[config.mk]
export PLATFORM = sky130hd
export DESIGN_NAME = mux2_rr_arbiter
export DESIGN_NICKNAME = d
export VERILOG_FILES = /design/src/rtl/mux2_rr_arbiter.sv
export SDC_FILE = /design/constraint.sdc
export NUM_CORES = 1
export LEC_CHECK = 0
export ABC_AREA = 0
export CORE_AREA = 10 10 76 78
export CTS_CLUSTER_DIAMETER = 40
export CTS_CLUSTER_SIZE = 12
export DETAILED_ROUTE_END_ITERATION = 8
export DIE_AREA = 0 0 86 88
export GPL_TIMING_DRIVEN = 1
export PLACE_DENSITY = 0.82
export SKIP_CTS_REPAIR_TIMING = 1
export SLEW_MARGIN = 20
export SYNTH_ARGS = -nofsm -noshare
export SYNTH_HDL_FRONTEND = slang
export SYNTH_SLANG_ARGS = --single-unit
[constraint.sdc]
create_clock -name clk_i -period 2.7 [get_ports clk_i]
set_input_delay 0.27 -clock clk_i [delete_from_list [all_inputs] [get_ports clk_i]]
set_output_delay 0.27 -clock clk_i [all_outputs]
set_load 0.1 [all_outputs]
[src/rtl/mux2_rr_arbiter.sv]
`default_nettype none
// +-----------------------------------------------------------------------------+
// | mux2_rr_arbiter: round-robin arbiter sharing a 2:1 mux, one-entry out stage  |
// | Optional per-requester grant counters when ARB_GRANT_CNT_EN is defined.      |
// | Revision: 1.0                                                                |
// +-----------------------------------------------------------------------------+
module mux2_rr_arbiter #(
   parameter int size = 32
) (
   input  logic            clk_i,
   input  logic            rst_i,
   input  logic            req0_valid_i,
   input  logic [size-1:0] req0_data_i,
   output logic            req0_ready_o,
   input  logic            req1_valid_i,
   input  logic [size-1:0] req1_data_i,
   output logic            req1_ready_o,
   output logic            select_o,
`ifdef ARB_GRANT_CNT_EN
   output logic [15:0]     grant_cnt0_o,
   output logic [15:0]     grant_cnt1_o,
`endif
   output logic            out_valid_o,
   output logic [size-1:0] out_data_o,
   output logic            out_src_o,
   input  logic            out_ready_i
);

   typedef enum logic {
      S_EMPTY = 1'b0,
      S_FULL  = 1'b1
   } state_t;

   state_t          state_q, state_d;
   logic [size-1:0] data_q, data_d;
   logic            src_q, src_d;
   logic            last_grant_q, last_grant_d;

   logic w_can_accept;
   logic w_any_req;
   logic w_grant;
   logic w_grant_valid;

   always_ff @(posedge clk_i or posedge rst_i) begin
      if (rst_i) begin
         state_q      <= S_EMPTY;
         data_q       <= '0;
         src_q        <= 1'b0;
         last_grant_q <= 1'b1;
      end else begin
         state_q      <= state_d;
         data_q       <= data_d;
         src_q        <= src_d;
         last_grant_q <= last_grant_d;
      end
   end

   always_comb begin
      state_d       = state_q;
      data_d        = data_q;
      src_d         = src_q;
      last_grant_d  = last_grant_q;
      w_can_accept  = (state_q == S_EMPTY) || out_ready_i;
      w_any_req     = req0_valid_i || req1_valid_i;
      // On contention the side that did not win last time goes next.
      w_grant       = (req0_valid_i && req1_valid_i) ? ~last_grant_q : req1_valid_i;
      w_grant_valid = w_can_accept && w_any_req;

      if (w_grant_valid) begin
         state_d      = S_FULL;
         data_d       = w_grant ? req1_data_i : req0_data_i;
         src_d        = w_grant;
         last_grant_d = w_grant;
      end else if ((state_q == S_FULL) && out_ready_i) begin
         state_d = S_EMPTY;
      end
   end

   assign req0_ready_o = w_grant_valid && !w_grant;
   assign req1_ready_o = w_grant_valid && w_grant;
   assign select_o     = w_grant_valid ? w_grant : last_grant_q;
   assign out_valid_o  = (state_q == S_FULL);
   assign out_data_o   = data_q;
   assign out_src_o    = src_q;

`ifdef ARB_GRANT_CNT_EN
   logic [15:0] cnt0_q, cnt1_q;

   always_ff @(posedge clk_i or posedge rst_i) begin
      if (rst_i) begin
         cnt0_q <= 16'd0;
         cnt1_q <= 16'd0;
      end else begin
         if (req0_ready_o) cnt0_q <= cnt0_q + 16'd1;
         if (req1_ready_o) cnt1_q <= cnt1_q + 16'd1;
      end
   end

   assign grant_cnt0_o = cnt0_q;
   assign grant_cnt1_o = cnt1_q;
`else
   // Counter-free build: no extra state or ports.
`endif

endmodule
`default_nettype wire

==> results.md, run 1 <==
- Outcome: completed
- Routability congestion estimate: 0.778
- DP Worst Slack: 0.668 ns
- Setup TNS: 0 ns
- HP Class: in -> async
- Worst VDD drop: around 320 uV
- Syn Area/Cell: 12.5 sq um
- WL final: between 5000 and 6000 um
- Longest Clk Path Bufs: 2
- Port bufs: 105
- Number of remaining DRC errors: 0
- Count of cell types in the netlist: 16
- Wirelength per Cell: between 15 and 20 um
- Slew Limit Headroom: 0.633
- Post-synthesis to final-layout area growth: 70.7%
- GRT overflow: 0
- Part of the cycle the worst path needs: 0.740
- Net Count, Synth: 195
- Area taken by multi-input logic gates: roughly 610 sq um
- Xor and xnor area share after synthesis: 0
- Max Fclk: 500 MHz
- NetSw: approximately 1000 uW
- Mux cell area share after synthesis: 0
- Core Region: 4290 sq um
- Die X: ~86 um
- Warnings from Yosys: 0
- Reg area: 877 sq um
- Antenna diode count: 0
- Clk slew on worst S/H paths: roughly 0.07 ns
- Mapped Area: about 1600 sq um
- Final net count: 299
- Clock Skew: between 0.007 and 0.008 ns
- Final ANT Viol Nets: 0
- Max_cap viols: 0
- Final min period: 2.00 ns
- RSZ-0062 raised after global routing: no
- Vias in the first global route: 1,554
- Seq/Total Area, Yosys: 0.557
- Setup WS post-layout: around 0.7 ns
- Post-Synthesis Cells: 126
- All-layer global routing usage: 0.142
- Clock share of power: 0.174
- Post-synthesis sequential element count: 35
- HPWL after DPL: 4270 um
- Flop2flop setup slack: 1.04 ns
- H-tree depth: 2
- Placed cell areas: about 2600 sq um
- Sink Count: 35
- Data arrival time of the worst path: 1.73 ns
- Via density: around 5.4
- Rows: 24
- Pint: 1090 uW
- Drt initial violations: 94
- Setup crit end kind: output port
- Die Footprint: 7570 sq um
- DRT Pass-1 Iters: 4
- Leak Pwr: 0.00129 uW
- # setup viols final: 0
- Worst Path Required: 2.43 ns
- Largest family of logic cells by synthesized area: compound AO/OA/AOI/OAI gates
- Worst skew pair latency: 0.29 ns
- TritonCTS clock tree: yes
- Adder-Cell Fraction of Synth Area: 0
- Clock Tree Root: clkbuf_8
- Power Density: slightly below 800 nW/um^2
- Slew Limit Fails: 0
- Vias: 1,518
- Worst-path fanout max: 36
- Compound-cell area share of the yosys netlist: 0.223
- Initial antenna violation count: 0
- Sw frac: 0.489
- Critical Path Source Type: input port
- Final Instance Area: 2690 sq um
- Comb power frac: 0.515
- Die H: 88 um
- Sequential group share of total power: 0.311
- Starting Density: 0.367
- Crit Path Class: in -> out
- Final Hold Vio Count: 0
- I/O pin total: ~110
- Slew @ Worst Pin: 0.551 ns
- First-pass GRT wire length: 8370 um
- Post-Synth Simple-Gate Area: 0.156
- Fillcell total: 356
- Largest net degree at the start of global routing: 37
- TritonCTS Buffers: 5
- Layout cells sized above 1: 0.242
==> synth_stat cells (all sizes together) <==
master	number	area (sq um)
dfrtp	34	851
inv	3	11.3
a221o	32	320
clkbuf	9	33.8
dfstp	1	26.3
a21boi	1	11.3
and3	33	211
and2	1	6.26
a21oi	2	10.0
nand2b	2	20.0
nand2	1	3.75
nor2	1	3.75
buf	5	56.3
o21ai	1	8.76
==> worst max-delay path, cell delays in order <==
cell and delay [ns]:
clkdlybuf4s50_1 0.45, nand2b_4 0.30, and3_4 0.44, a21oi_4 0.07
buf_12 0.19
==> layout by cell type, fill, tap and decap left out <==
cell type / count
a21boi_2: 1
a21oi_1: 1
a21oi_4: 1
a221o_1: 32
and2_1: 1
and3_1: 32
and3_4: 1
buf_12: 3
buf_4: 40
clkbuf_1: 1
clkbuf_8: 5
clkdlybuf4s50_1: 68
clkinv_2: 1
clkinvlp_4: 1
dfrtp_1: 34
dfstp_2: 1
inv_1: 3
nand2_1: 1
nand2b_1: 1
nand2b_4: 1
nor2_1: 1
o21ai_2: 1
==> sequential cells by signal (all words and copies together) (netlist names) <==
signal / count
out_src_o: 1
last_grant_q: 1
out_data_o: 32
out_valid_o: 1
==> power groups by stage <==
stage / Clock [uW] / Sequential, uW / Combinational [uW]
after floorplan: 0 / 1270 / 192
after global placement: 0 / 670 / 1090
after detailed placement: 0 / 669 / 1100
after CTS: 388 / 662 / 1100
after global routing: 409 / 670 / 1130
final: 370 / 662 / 1100
==> kinds of logic after synthesis <==
logic type / after synthesis
and+or+nand+nor: 38
AOI/OAI and AO/OA: 36
DFF: 35
buffers and inverters: 17
==> path summary, 6_finish.rpt <==
| check | cells after the start | start | to |
|---|---|---|---|
| min | 3 | rst_i | out_data_o[17] |
| min in group clk_i | 1 | out_data_o[20] | out_data_o[20] |
| max in group asynchronous | 3 | rst_i | last_grant_q |
| min reg2reg | 1 | out_data_o[20] | out_data_o[20] |
| max reg2reg | 4 | out_valid_o | out_data_o[1] |
| max | 5 | out_ready_i | select_o |
==> through the flow <==
step | std cells | total power, uW | hold WS, ns | utilization
final | 283 | 2130 | 0.372 | 0.626
after global placement | 275 | 1760 | 0.496 | 0.606
after CTS | 283 | 2150 | 0.381 | 0.626
after floorplan | 126 | 1460 | 0.371 | -
after global routing | 283 | 2210 | 0.447 | 0.626
after detailed placement | 275 | 1770 | 0.502 | 0.606
==> area by class of cell <==
cell class | instances | area share
Tap cell | 52 | 0.0242
Inverter | 3 | 0.00419
Clock buffer | 6 | 0.0270
Multi-Input combinational cell | 74 | 0.226
Timing Repair Buffer | 111 | 0.388
Clock inverter | 2 | 0.00466
Sequential cell | 35 | 0.327
==> layer usage <==
layer  part of all wire  global-route usage
met1               0.41               0.159
met2               0.49               0.235
met3              0.084              0.0557
met4              0.021              0.0629
met5                  0                   0
(Power assumes the default switching activity.)
==> inputs of run 2 (changes only) <==
--- a/config.mk
+++ b/config.mk
@@ -6,13 +6,13 @@
 export NUM_CORES = 1
 export LEC_CHECK = 0
 export ABC_AREA = 0
-export CORE_AREA = 10 10 76 78
+export CORE_AREA = 10 10 79 81
 export CTS_CLUSTER_DIAMETER = 40
 export CTS_CLUSTER_SIZE = 12
 export DETAILED_ROUTE_END_ITERATION = 8
-export DIE_AREA = 0 0 86 88
+export DIE_AREA = 0 0 89 91
 export GPL_TIMING_DRIVEN = 1
-export PLACE_DENSITY = 0.82
+export PLACE_DENSITY = 0.76
 export SKIP_CTS_REPAIR_TIMING = 1
 export SLEW_MARGIN = 20
 export SYNTH_ARGS = -nofsm -noshare
==> constraint.sdc (replaced) <==
create_clock -name clk_i -period 2.1 [get_ports clk_i]
set_input_delay 0.21 -clock clk_i [delete_from_list [all_inputs] [get_ports clk_i]]
set_output_delay 0.21 -clock clk_i [all_outputs]
set_load 0.1 [all_outputs]
==> results.md, run 2 (synthesis results as in run 1) <==
- Worst skew pair latency: 0.28 ns (was 0.29 ns)
- Sw frac: 0.487 (was 0.489)
- Most common cell after layout, fill and taps aside: clkdlybuf4s50_1 (unchanged)
- Number of remaining DRC errors: 0 (unchanged)
- Setup TNS: 0 ns (unchanged)
- Worst VDD drop: 412 uV (was 315 uV)
- Core Region: 4660 sq um (was 4290 sq um)
- Die H: 91 um (was 88 um)
- Clk slew on worst S/H paths: 0.07 ns (about the same)
- Data arrival time of the worst path: 1.64 ns (was 1.73 ns)
- All-layer global routing usage: 0.137 (was 0.142)
- Layout cells sized above 1: 0.246 (was 0.242)
- Die Footprint: 8100 sq um (was 7570 sq um)
- Met3 Use GR: 0.0509 (was 0.0557)
- Starting Density: 0.338 (was 0.367)
- Vias: 1,486 (was 1,518)
- Final Hold Vio Count: 0 (unchanged)
- Fillcell total: 406 (was 356)
- Leak Pwr: 0.00130 uW (was 0.00129 uW)
- Longest Clk Path Bufs: 2 (unchanged)
- Worst Path Required: 1.89 ns (was 2.43 ns)
- Power Density: 1010 nW/um^2 (was 792 nW/um^2)
- H-tree depth: 2 (unchanged)
- Clock Tree Root: clkbuf_8 (unchanged)
- Clock share of power: 0.171 (was 0.174)
- Crit path from: out_valid_o (was out_ready_i)
- HPWL after DPL: 4520 um (was 4270 um)
- Pint: 1400 uW (was 1090 uW)
- Die X: 89 um (was 86 um)
- Most frequent cells in the layout: clkdlybuf4s50_1 (68), buf_4 (41), dfrtp_1 (33) (was clkdlybuf4s50_1 (68), buf_4 (40), dfrtp_1 (34))
- Rows: 25 (was 24)
- Sink Count: 35 (unchanged)
- Final min period: ~1.8 ns
- Via density: 5.20 (was 5.36)
- HP Class: in -> async (unchanged)
- Max Fclk: 541 MHz
- Worst r2r src: out_valid_o (unchanged)
- Max FFs per register: 32 (unchanged)
- WL final: 5700 um (was 5460 um)
- Port bufs: 105 (unchanged)
- Antenna diode count: 0 (unchanged)
- Setup WS post-layout: 0.251 ns (was 0.702 ns)
- Final net count: 300 (was 299)
- GRT met1 Usage: 0.162 (was 0.159)
- Slew @ Worst Pin: 0.450 ns (was 0.551 ns)
- Critical Path Source Type: register (was input port)
- I/O pin total: 106 (unchanged)
- Post-synthesis to final-layout area growth: 71.3% (was 70.7%)
- Initial antenna violation count: 0 (unchanged)
- Gr busiest metal: met2 (unchanged)
- Wirelength per Cell: 19.9 um (was 19.3 um)
- Max_cap viols: 0 (unchanged)
- Area taken by multi-input logic gates: 607 sq um (unchanged)
- Crit Path Class: reg -> out (was in -> out)
- First-pass GRT wire length: 8680 um (was 8370 um)
- # setup viols final: 0 (unchanged)
- Slew Limit Headroom: 0.700 (was 0.633)
- Drt initial violations: 54 (was 94)
- Vias in the first global route: 1,546 (was 1,554)
- Reg area: 881 sq um (was 877 sq um)
- Met2 Use GR: 0.217 (was 0.235)
- Part of the cycle the worst path needs: 0.881
- Largest net degree at the start of global routing: 36 (was 37)
- Final ANT Viol Nets: 0 (unchanged)
- TritonCTS Buffers: 5 (unchanged)
- Comb power frac: 0.517 (was 0.515)
- RSZ-0062 raised after global routing: no (unchanged)
- Slew Limit Fails: 0 (unchanged)
- NetSw: 1330 uW (was 1040 uW)
- Outcome: completed (unchanged)
- DRT Pass-1 Iters: 4 (unchanged)
- TritonCTS clock tree: yes (unchanged)
- Worst-path fanout max: 24 (was 36)
- Clock Skew: 0.00278 ns (was 0.00739 ns)
- Tot Pwr: 2740 uW (was 2130 uW)
- Routability congestion estimate: 0.801 (was 0.778)
- GRT overflow: 0 (unchanged)
- Final core utilization: 0.579 (was 0.626)
- Setup crit end kind: output port (unchanged)
- DP Worst Slack: 0.270 ns (was 0.668 ns)
- Sequential group share of total power: 0.312 (was 0.311)
==> run 2: cell count changes in the layout (fill, tap and decap cells not counted) <==
cell and delta:
clkinvlp_4 -1, clkbuf_1 +1, dfrtp_1 -1, buf_4 +1
dfrtp_4 +1
==> run 2: cell type report <==
class / instances / area share
Clock buffer: 7 / 0.0283
Clock inverter: 1 / 0.00186
Inverter: 3 / 0.00418
Multi-Input combinational cell: 74 / 0.225
Sequential cell: 35 / 0.327
Tap cell: 54 / 0.0251
Timing Repair Buffer: 112 / 0.389
==> run 2: per-layer routing <==
| metal | wire length [um] | share of wire |
|---|---|---|
| met5 | 0 | 0 |
| met4 | 116 | 0.020 |
| met3 | 623 | 0.11 |
| met2 | 2640 | 0.46 |
| met1 | 2320 | 0.41 |
==> run 2: final timing paths <==
| kind | end | slack (ns) | depth (start not counted) |
|---|---|---|---|
| max | select_o | 0.25 | 4 |
| min | out_data_o[17] | 0.32 | 3 |
| max reg2reg | out_data_o[25] | 0.53 | 4 |
| min reg2reg | out_data_o[30] | 0.52 | 1 |
| max in group asynchronous | out_valid_o | 1.43 | 3 |
| min in group clk_i | out_data_o[30] | 0.52 | 1 |
==> run 2: stage by stage <==
step                cells  hold WS [ns]  cell area (sq um)
floorplan             126         0.311               1590
global placement      278         0.499               2620
detailed placement    278         0.503               2620
CTS                   286         0.335               2700
global route          286         0.375               2700
finish                286         0.318               2700
==> run 2: worst max-delay path, cell delays in order, from the launching register on <==
cell	delay (ns)
dfrtp_4	0.49
nand2b_4	0.18
and3_4	0.43
a21oi_4	0.07
buf_12	0.18
==> run 2: power by group through the flow <==
stage	Sequential (uW)	Combinational (uW)	Clock (uW)
finish	854	1420	467
global route	864	1460	514
CTS	853	1430	479
detailed placement	864	1420	0
global placement	860	1420	0
floorplan	1630	247	0
==> inputs of run 3 (changes only) <==
--- a/config.mk
+++ b/config.mk
@@ -13,7 +13,6 @@
 export DIE_AREA = 0 0 89 91
 export GPL_TIMING_DRIVEN = 1
 export PLACE_DENSITY = 0.76
-export SKIP_CTS_REPAIR_TIMING = 1
 export SLEW_MARGIN = 20
 export SYNTH_ARGS = -nofsm -noshare
 export SYNTH_HDL_FRONTEND = slang
==> results of run 3 <==
No change in the layout: final DEF, timing and power equal those of run 2.
